### config.mk
export PLATFORM = sky130hd
export DESIGN_NAME = key_event_queue
export DESIGN_NICKNAME = d
export VERILOG_FILES = /design/src/rtl/key_event_pkg.sv /design/src/rtl/key_event_fifo.sv /design/src/rtl/key_event_queue.sv
export SDC_FILE = /design/constraint.sdc
export NUM_CORES = 1
export LEC_CHECK = 0
export CORE_AREA = 2 2 99 101
export DETAILED_ROUTE_END_ITERATION = 6
export DIE_AREA = 0 0 101 103
export HOLD_SLACK_MARGIN = 0.1
export MAX_ROUTING_LAYER = met4
export PLACE_DENSITY_LB_ADDON = 0.1
export SYNTH_ARGS = -nofsm -noshare
export SYNTH_HDL_FRONTEND = slang
export SYNTH_SLANG_ARGS = --single-unit
### constraint.sdc
create_clock -name clk -period 2.6 [get_ports clk]
set_input_delay 0.52 -clock clk [delete_from_list [all_inputs] [get_ports clk]]
set_output_delay 0.52 -clock clk [all_outputs]
set_load 0.005 [all_outputs]
### src/rtl/key_event_pkg.sv
// Shared definitions for the key event queue: key count, index width and the
// queued event record.
package key_event_pkg;
  localparam int NUM_KEYS  = 32;
  localparam int KEY_IDX_W = $clog2(NUM_KEYS);

  typedef struct packed {
    logic                 press;
    logic [KEY_IDX_W-1:0] key;
  } key_event_t;
endpackage

### src/rtl/key_event_fifo.sv
// Synchronous circular FIFO of key_event_t; DEPTH must be a power of two so the
// pointers wrap by natural overflow.
module key_event_fifo
  import key_event_pkg::*;
#(
  parameter int DEPTH = 8,
  localparam int PTR_W = $clog2(DEPTH),
  localparam int CNT_W = $clog2(DEPTH) + 1
) (
  input  logic             clk,
  input  logic             rst,
  input  logic             i_push,
  input  key_event_t       i_data,
  input  logic             i_pop,
  output key_event_t       o_data,
  output logic [CNT_W-1:0] o_count,
  output logic             o_full,
  output logic             o_empty
);
  key_event_t       r_mem [DEPTH];
  logic [PTR_W-1:0] r_wr_ptr;
  logic [PTR_W-1:0] r_rd_ptr;
  logic [CNT_W-1:0] r_count;
  logic             w_pop;
  logic             w_push;

  assign o_empty = (r_count == '0);
  assign o_full  = (r_count == CNT_W'(DEPTH));
  assign w_pop   = i_pop & ~o_empty;
  // A push while full is only legal when a pop frees the head slot this cycle.
  assign w_push  = i_push & (~o_full | w_pop);
  assign o_data  = r_mem[r_rd_ptr];
  assign o_count = r_count;

  always_ff @(posedge clk) begin
    if (w_push) r_mem[r_wr_ptr] <= i_data;
  end

  always_ff @(posedge clk) begin
    if (rst) begin
      r_wr_ptr <= '0;
      r_rd_ptr <= '0;
      r_count  <= '0;
    end else begin
      if (w_push) r_wr_ptr <= r_wr_ptr + PTR_W'(1);
      if (w_pop)  r_rd_ptr <= r_rd_ptr + PTR_W'(1);
      if (w_push && !w_pop)      r_count <= r_count + CNT_W'(1);
      else if (w_pop && !w_push) r_count <= r_count - CNT_W'(1);
    end
  end
endmodule

### src/rtl/key_event_queue.sv
// Serialises debouncer press/release pulse vectors into a FIFO of key events.
// Release events are only built when KEY_EVENT_RELEASE_EN is defined.
module key_event_queue
  import key_event_pkg::*;
#(
  parameter int INPUTS     = 32,
  parameter int FIFO_DEPTH = 8,
  localparam int IDX_W     = $clog2(INPUTS)
) (
  input  logic                        clk,
  input  logic                        rst,
  input  logic [INPUTS-1:0]           just_pressed,
  input  logic [INPUTS-1:0]           just_released,
  output logic                        evt_valid,
  input  logic                        evt_ready,
  output logic                        evt_press,
  output logic [IDX_W-1:0]            evt_key,
  output logic [$clog2(FIFO_DEPTH):0] evt_count,
  output logic                        overflow,
  input  logic                        overflow_clr
);
  logic [INPUTS-1:0] r_pend_press;
  logic [INPUTS-1:0] w_pend_rel;
  logic [INPUTS-1:0] w_any;
  logic [INPUTS-1:0] w_sel;
  logic [INPUTS-1:0] w_clr_press;
  logic [INPUTS-1:0] w_clr_rel;
  logic [IDX_W-1:0]  w_idx;
  logic              w_cand;
  logic              w_is_press;
  logic              w_pop;
  logic              w_push;
  logic              w_full;
  logic              w_empty;
  logic              w_ovf_set;
  key_event_t        w_in_evt;
  key_event_t        w_head;

  assign w_any  = r_pend_press | w_pend_rel;
  assign w_cand = |w_any;

  // Scan downward so the lowest pending index is the final assignment.
  always_comb begin
    w_idx = '0;
    for (int unsigned i = INPUTS; i > 0; i--) begin
      if (w_any[i-1]) w_idx = IDX_W'(i - 1);
    end
  end

  assign w_is_press  = r_pend_press[w_idx];
  assign w_pop       = evt_valid & evt_ready;
  assign w_push      = w_cand & (~w_full | w_pop);
  assign w_sel       = w_push ? (INPUTS'(1) << w_idx) : '0;
  assign w_clr_press = w_is_press ? w_sel : '0;
  assign w_clr_rel   = w_is_press ? '0 : w_sel;

  assign w_in_evt.press = w_is_press;
  assign w_in_evt.key   = KEY_IDX_W'(w_idx);

`ifdef KEY_EVENT_RELEASE_EN
  logic [INPUTS-1:0] r_pend_rel;
  assign w_pend_rel = r_pend_rel;
  assign w_ovf_set  = |(just_pressed & r_pend_press & ~w_clr_press)
                    | |(just_released & r_pend_rel & ~w_clr_rel);

  always_ff @(posedge clk) begin
    if (rst) r_pend_rel <= '0;
    else     r_pend_rel <= (r_pend_rel & ~w_clr_rel) | just_released;
  end

  assign evt_press = evt_valid & w_head.press;
`else
  logic w_unused_rel;
  assign w_unused_rel = ^{just_released, w_clr_rel, w_head.press};
  assign w_pend_rel   = '0;
  assign w_ovf_set    = |(just_pressed & r_pend_press & ~w_clr_press);
  assign evt_press    = 1'b1;
`endif

  always_ff @(posedge clk) begin
    if (rst) begin
      r_pend_press <= '0;
      overflow     <= 1'b0;
    end else begin
      r_pend_press <= (r_pend_press & ~w_clr_press) | just_pressed;
      if (w_ovf_set)         overflow <= 1'b1;
      else if (overflow_clr) overflow <= 1'b0;
    end
  end

  key_event_fifo #(.DEPTH(FIFO_DEPTH)) u_fifo (
    .clk     (clk),
    .rst     (rst),
    .i_push  (w_push),
    .i_data  (w_in_evt),
    .i_pop   (w_pop),
    .o_data  (w_head),
    .o_count (evt_count),
    .o_full  (w_full),
    .o_empty (w_empty)
  );

  assign evt_valid = ~w_empty;
  assign evt_key   = evt_valid ? IDX_W'(w_head.key) : '0;
endmodule
==> impl_metrics.csv, run 1 <==
group,metric,value,unit
pwr,combPwrFrac,0.390,
place,gp_congestion,0.944,
sta,drv_slew,0,
sta,rsz0062_at_grt,"true",
drt,routed_wirelength,12.4,mm
sta,max_freq,0.364,GHz
die,initial_core_util,0.452,
die,rows,36,
grt,antenna_found_initial,0,
synthesis,yosys.cell_types.count,67,
grt,grt_overflow,0,
critical_path,crit_required,2.83,ns
die,die_x,101,µm
clock_network,ctsHtreeMaxLevel,3,
synthesis,synth-edff-count,40,
sta,skew,0.0109,ns
die,pin_count,80,
clock_network,cts_tree,"yes",
die,die_h,103,µm
synthesis,synthCells,427,
grt,grt_pass1_vias,3853,
clock_network,clockBufferDepth,2,
sta,min_period,2.75,ns
critical_path,arrival,2.98,ns
status,outcome,"complete, but fails checks",
place,preCtsSetupSlack,-0.460,ns
place,dp.cells,674,
clock_network,clockRootBuffer,"clkbuf_8",
critical_path,path_class,"register to register",
synthesis,synth_xor_area_frac,0.0143,
cells_and_area,stdcell_area,0.00625,mm²
cells_and_area,drive_gt1_frac,0.354,
synthesis,syn_area,0.00428,mm²
place,io_buffers,46,
critical_path,critPathBufInv,1,
clock_network,clkLatencyLatePin,0.36,ns
synthesis,synthArstFlopShare,0,
synthesis,synthMuxAreaShare,0.0690,
synthesis,ys_seq_area_frac,0.496,
pwr,clockPowerShare,0.217,
synthesis,synth_adder_area_share,0.0193,
die,die_area,0.0104,mm²
clock_network,clock-sinks,86,
synthesis,syn_area_per_cell,10.0,µm²
clock_network,cts_buffers,9,
sta,worst_pin_slew,0.639,ns
grt,grt.total_usage,0.255,
pwr,leakagePower,2.46,nW
critical_path,cp_cell_sequence,"nor4_4 > o31a_1 > o211ai_1 > a22o_2 > buf_12 > nand2b_4 > o311a_4 > nand4b_1 > nor4_2 > a41oi_1",
critical_path,cp-start-kind,"register",
sta,hold_violations,0,
critical_path,crit_fanout,9,
place,dp_hpwl,9.15,mm
pwr,p_per_area,717,mW/mm²
sta,setup_viol,2,
drt,vias_per_cell,5.55,
cells_and_area,seq_area,0.00214,mm²
cells_and_area,nets,654,
synthesis,synth_nets,501,
pwr,ir_drop,0.000318,V
drt,drt_iter0_markers,170,
clock_network,cts_hold_buffers,0,
status,violations,"setup timing",
drt,vias,3876,
cells_and_area,area_delta_synth_final,46.2,%
run,drv_cap,0,
drt,drt_first_pass_iters,5,
critical_path,cp_top_family,"compound AO/OA/AOI/OAI gates",
grt,grt_max_degree,45,
pwr,switchingPower,1.45,mW
critical_path,cp-end-kind,"register",
synthesis,ys_ff_latch,86,
sta,worst_slack,-0.148,ns
sta,relSlewSlack,0.574,
sta,fin_crit_sh,1.06,
die,core_area,0.00946,mm²
place,place_area,0.00562,mm²
drt,drc,0,
pwr,power,4.48,mW
drt,wl_per_cell,17.8,µm
synthesis,synthFlopType,"dfxtp_1",
synthesis,synth_top_family_by_area,"simple AND/OR/NAND/NOR gates",
pwr,switching_share,0.322,
hold_path,hp-class,"register to register",
critical_path,slowest_delay,0.39,ns
synthesis,yosysWarningCount,0,
synthesis,synth-compound-area-share,0.163,
cells_and_area,nFillCells,795,
clock_network,cts.clk_slew.worst_paths,0.10,ns
pwr,seqPwrFrac,0.392,
drt,ant_nets,0,
cells_and_area,antennaDiodeCount,0,
critical_path,critical-path-slowest-cell,"o311a_4",
cells_and_area,multi_input_area,0.00231,mm²
cells_and_area,instances_no_fill,699,
synthesis,synth-simple-area-share,0.194,
pwr,cellInternalPower,3.04,mW
grt,grt_pass1_wl,19.4,mm
sta,holdWs,0.502,ns
-- Yosys cell counts, types with 2 or more instances --
cell type  number  area [µm²]
a21o_1          2        15.0
a21oi_1        44         220
a41oi_1         2        17.5
and2_1          2        12.5
and2_2          3        22.5
buf_4           3        22.5
buf_6           2        22.5
clkbuf_1       10        37.5
dfxtp_1        46         921
edfxtp_1       40        1200
ha_1            5        62.6
inv_1          22        82.6
mux2i_1         7        70.1
mux4_2         10         225
nand2_1        30         113
nand2b_1        3        18.8
nand3_1        16        80.1
nand3b_1        2        15.0
nand4_1         5        31.3
nand4b_1        2        17.5
nor2_1         60         225
nor3_1          7        35.0
nor3b_1         4        30.0
nor4_1         12        75.1
o211a_1         2        20.0
o211ai_1        3        22.5
o21ai_0        16        80.1
o311a_1         2        20.0
o311ai_0       15         131
o311ai_1        2        17.5
o31ai_1         3        22.5
or3_1           2        12.5
or3_2           4        30.0
xnor2_1         3        26.3
xor2_1          4        35.0
-- state kept, by name, indices dropped and copies added (netlist names), named ones only --
name             cells
u_fifo.r_wr_ptr      3
u_fifo.o_count       4
r_pend_press        32
u_fifo.r_rd_ptr      3
u_fifo.r_mem        40
overflow             1
-- worst register-to-register path: stages (launching register included) --
cell and delay, ns:
dfxtp_4 0.38, nor4_4 0.26, o31a_1 0.20, o211ai_1 0.12, a22o_2 0.30, buf_12 0.14
nand2b_4 0.14, o311a_4 0.39, nand4b_1 0.19, nor4_2 0.35, a41oi_1 0.15
-- power groups by stage --
| stage | combinational, mW | sequential [mW] | clock [mW] |
|---|---|---|---|
| global route | 1.90 | 1.78 | 1.04 |
| global placement | 1.52 | 1.75 | 0 |
| CTS | 1.62 | 1.75 | 1.00 |
| finish | 1.75 | 1.76 | 0.975 |
| floorplan | 0.800 | 1.75 | 0 |
| detailed placement | 1.55 | 1.76 | 0 |
-- kinds of logic after synthesis --
kind of cell | count (synthesis)
AND/OR/NAND/NOR | 164
XOR/XNOR | 7
AO/OA/AOI/OAI | 106
other | 1
adder cells (fa/ha/maj) | 6
multiplexers | 17
buffers and inverters | 40
flip-flops | 86
-- metal layers --
layer | track usage | vias up | routed length [µm]
li1 | - | 1913 | -
met1 | 0.303 | 1874 | 5300
met2 | 0.451 | 70 | 6560
met3 | 0.0271 | 19 | 305
met4 | 0.0884 | 0 | 257
met5 | - | - | 0
-- area by class of cell --
type | instances | share of cell area
clock buffer | 9 | 0.0198
clock inverter | 7 | 0.0128
inverter | 22 | 0.0136
multi-input combinational | 301 | 0.369
sequential | 86 | 0.342
tap | 114 | 0.0228
timing repair buffer | 160 | 0.219
-- through the flow --
step | util | TNS, ns
floorplan | - | -0.0249
global placement | 0.595 | -1.26
detailed placement | 0.595 | -1.39
CTS | 0.631 | -0.299
global route | 0.661 | -0.536
finish | 0.661 | -0.223
-- path summary, 6_finish.rpt --
path                                         from                    end  slack, ns  cells after the start
setup / recovery      r_pend_press[27]$_SDFF_PP0_  overflow$_SDFFE_PP0P_      -0.15                     10
hold / removal    u_fifo.r_rd_ptr[1]$_SDFFE_PP0P_               register       0.50                      2
setup reg to reg      r_pend_press[27]$_SDFF_PP0_  overflow$_SDFFE_PP0P_      -0.15                     10
hold reg to reg   u_fifo.r_rd_ptr[1]$_SDFFE_PP0P_               register       0.50                      2
-- layout by cell type, fill, tap and decap left out, drive strengths merged, types with 2 or more instances in the layout --
master         instances
clkinv                 2
nor4                  13
buf                  114
ha                     5
o311a                  2
inv                   25
nor3                   8
xor2                   4
or4                    2
nor3b                  4
nor2                  60
or2                    2
mux4                  10
o311ai                17
and2                   5
dlymetal6s2s           2
clkbuf                 9
o211a                  2
nand4                  5
clkdlybuf4s50         42
a21oi                 44
edfxtp                40
o211ai                 3
nand3                 16
nand4b                 2
nand2b                 3
o31ai                  3
a22o                   2
or3                    6
mux2i                  7
dlygate4sd2            2
nand2                 30
nand3b                 2
a41oi                  2
o21ai                 18
dfxtp                 46
xnor2                  3
a21o                   2
-- repair_timing --
action / 4_1_cts / 5_1_grt
gates resized for setup: 32 / 52
pin swaps: 3 / 14
endpoints found under the hold margin: 0 / 0
cloned: 1 / 0
setup endpoints to repair: 17 / 19
setup buffers: 0 / 9
Power figures use the tool's default switching activity.
==> run 2, diff against run 1 <==
--- a/config.mk
+++ b/config.mk
@@ -5,6 +5,7 @@
 export SDC_FILE = /design/constraint.sdc
 export NUM_CORES = 1
 export LEC_CHECK = 0
+export ABC_AREA = 1
 export CORE_AREA = 2 2 99 101
 export DETAILED_ROUTE_END_ITERATION = 6
 export DIE_AREA = 0 0 101 103
==> impl_metrics.csv, run 2 <==
group,metric,value,unit
critical_path,critical-path-slowest-cell,"dfxtp_2",
grt,grt.total_usage,0.255,
synthesis,synth_top_area_frac,0.272,
synthesis,syn_area_per_cell,7.59,µm²
clock_network,cts_tree,"yes",
pwr,power,4.35,mW
cells_and_area,regMostFlops,"u_fifo.r_mem",
sta,min_period,3.17,ns
die,die_area,0.0104,mm²
drt,drt_iter0_markers,153,
critical_path,cp-start-kind,"register",
place,dp.cells,840,
synthesis,syn_area,0.00442,mm²
place,gp_congestion,0.995,
clock_network,cts_buffers,9,
sta,worst_pin_slew,0.786,ns
die,pin_count,80,
clock_network,cts_hold_buffers,0,
cells_and_area,instances_no_fill,874,
hold_path,hp-class,"register to register",
sta,rsz0062_at_grt,"true",
drt,vias_per_cell,5.02,
cells_and_area,final_common_cell,"buf_4",
synthesis,ys_ff_latch,86,
synthesis,synthTopCellsByArea,"edfxtp_1, dfxtp_1, nand2_1, nor2_1, inv_1",
pwr,ir_drop,0.000295,V
die,die_x,101,µm
grt,grt_pass1_wl,19.7,mm
grt,grt_max_degree,22,
synthesis,synthArstFlopShare,0,
die,die_h,103,µm
place,preCtsSetupSlack,-0.686,ns
synthesis,yosys.cell_types.count,41,
place,place_area,0.00582,mm²
critical_path,arrival,3.43,ns
synthesis,synth.most_common_cell,"nand2_1",
status,outcome,"complete, but fails checks",
cells_and_area,drive_gt1_frac,0.297,
drt,wl_per_cell,14.4,µm
place,dp_hpwl,9.19,mm
critical_path,path_class,"register to register",
synthesis,yosysWarningCount,0,
sta,relSlewSlack,0.471,
drt,drc,0,
cells_and_area,fin_util,0.688,
die,initial_core_util,0.467,
clock_network,cts.clk_slew.worst_paths,0.09,ns
sta,hold_violations,0,
pwr,combPwrFrac,0.387,
critical_path,cp-end-kind,"register",
critical_path,critPathMostFrequentCell,"nand2_1",
sta,holdWs,0.486,ns
die,rows,36,
sta,tns,-4.89,ns
critical_path,crit_required,2.86,ns
sta,worst_slack,-0.569,ns
pwr,cellInternalPower,2.89,mW
synthesis,synth-edff-count,40,
clock_network,clock-sinks,86,
cells_and_area,area_delta_synth_final,47.3,%
critical_path,slowest_delay,0.34,ns
cells_and_area,stdcell_area,0.00651,mm²
critical_path,crit_fanout,4,
pwr,switchingPower,1.46,mW
pwr,leakagePower,2.92,nW
synthesis,ys_seq_area_frac,0.480,
drt,ant_nets,0,
cells_and_area,nets,829,
synthesis,synthCells,582,
status,violations,"setup timing",
sta,skew,0.0136,ns
sta,fin_crit_sh,1.22,
clock_network,clkLatencyLatePin,0.37,ns
sta,drv_slew,0,
grt,grt_overflow,0,
grt,grt_pass1_vias,4258,
grt,antenna_found_initial,0,
drt,vias,4385,
pwr,p_per_area,669,mW/mm²
synthesis,synthFlopType,"dfxtp_1",
pwr,clockPowerShare,0.220,
cells_and_area,layout_common_cells,"buf_4, nand2_1, nor2_1",
clock_network,ctsHtreeMaxLevel,3,
sta,setup_viol,31,
run,drv_cap,0,
synthesis,synth_top_area_cell,"edfxtp_1",
clock_network,clockBufferDepth,2,
synthesis,synth_common_cells,"nand2_1, nor2_1, inv_1, dfxtp_1, o21ai_0",
pwr,seqPwrFrac,0.393,
die,core_area,0.00946,mm²
place,io_buffers,46,
sta,max_freq,0.316,GHz
synthesis,synth_nets,656,
drt,drt_first_pass_iters,4,
cells_and_area,largest_reg_flops,40,
pwr,switching_share,0.336,
cells_and_area,antennaDiodeCount,0,
clock_network,clockRootBuffer,"clkbuf_8",
drt,routed_wirelength,12.6,mm
## run 2: cell types whose count changed after synthesis, sizes merged, moves of 7 or more
cell	previous run	this run
inv	22	93
mux2i	7	0
mux4	10	0
nand2	30	108
nand3	16	25
nor2	60	99
nor4	13	2
o21ai	18	44
o21bai	0	11
o311ai	17	0
## run 2: critical path: cells and delay by family (launching register included)
kind | cells | cell delay (ns)
flops | 1 | 0.34
buf+inv | 3 | 0.33
simple gates | 37 | 2.27
compound gates | 1 | 0.12
## run 2: final timing paths
| check | from | end | slack (ns) | cells past startpoint |
|---|---|---|---|---|
| max | r_pend_press[30]$_SDFF_PP0_ | overflow$_SDFFE_PP0P_ | -0.57 | 41 |
| min | u_fifo.r_wr_ptr[0]$_SDFFE_PP0P_ | u_fifo.r_wr_ptr[0]$_SDFFE_PP0P_ | 0.49 | 2 |
| max reg2reg | r_pend_press[30]$_SDFF_PP0_ | overflow$_SDFFE_PP0P_ | -0.57 | 41 |
| min reg2reg | u_fifo.r_wr_ptr[0]$_SDFFE_PP0P_ | u_fifo.r_wr_ptr[0]$_SDFFE_PP0P_ | 0.49 | 2 |
## run 2: cell families (layout without fill, tap and decap cells)
logic type	count (synthesis)	in the layout	synth area share
simple gates	260	260	0.256
xor+xnor	2	2	0.00397
flops	86	86	0.480
fa+ha+maj	6	6	0.0187
compound gates	112	112	0.142
buf+inv	115	293	0.0986
other cells	1	1	0.000849
## run 2: power by group through the flow
stage	Clock (mW)	Sequential [mW]	Combinational, mW
after floorplan	0	1.72	0.749
after global placement	0	1.72	1.46
after detailed placement	0	1.73	1.50
after CTS	0.956	1.70	1.60
after global routing	1.01	1.73	1.87
final	0.956	1.71	1.68
## run 2: final cells by class
| cell class | instances | area, µm² |
|---|---|---|
| Tap cell | 114 | 143 |
| Fill cell | 787 | 2950 |
| Sequential cell | 86 | 2130 |
| Clock buffer | 11 | 131 |
| Timing Repair inverter | 1 | 7.51 |
| Inverter | 99 | 378 |
| Timing Repair Buffer | 177 | 1520 |
| Multi-Input combinational cell | 381 | 2140 |
| Clock inverter | 5 | 60.1 |
## run 2: per-layer routing
layer	wire length, µm	vias up	track usage
met5	0	-	-
met4	417	0	0.114
met3	349	30	0.0264
met2	6660	84	0.470
met1	5170	2034	0.276
li1	-	2237	-
## run 2: timing repair
| item | CTS | global route |
|---|---|---|
| buffers inserted | 12 | 11 |
| pin swaps | 22 | 37 |
| setup endpoints to repair | 35 | 49 |
| gates resized for setup | 59 | 53 |
| hold endpoints to repair | 0 | 0 |
| gates cloned | 0 | 1 |
==> run 3, diff against run 2 <==
--- a/config.mk
+++ b/config.mk
@@ -12,6 +12,7 @@
 export HOLD_SLACK_MARGIN = 0.1
 export MAX_ROUTING_LAYER = met4
 export PLACE_DENSITY_LB_ADDON = 0.1
+export SLEW_MARGIN = 20
 export SYNTH_ARGS = -nofsm -noshare
 export SYNTH_HDL_FRONTEND = slang
 export SYNTH_SLANG_ARGS = --single-unit
==> results of run 3 <==
Final layout, timing and power as in run 2 (identical DEF).
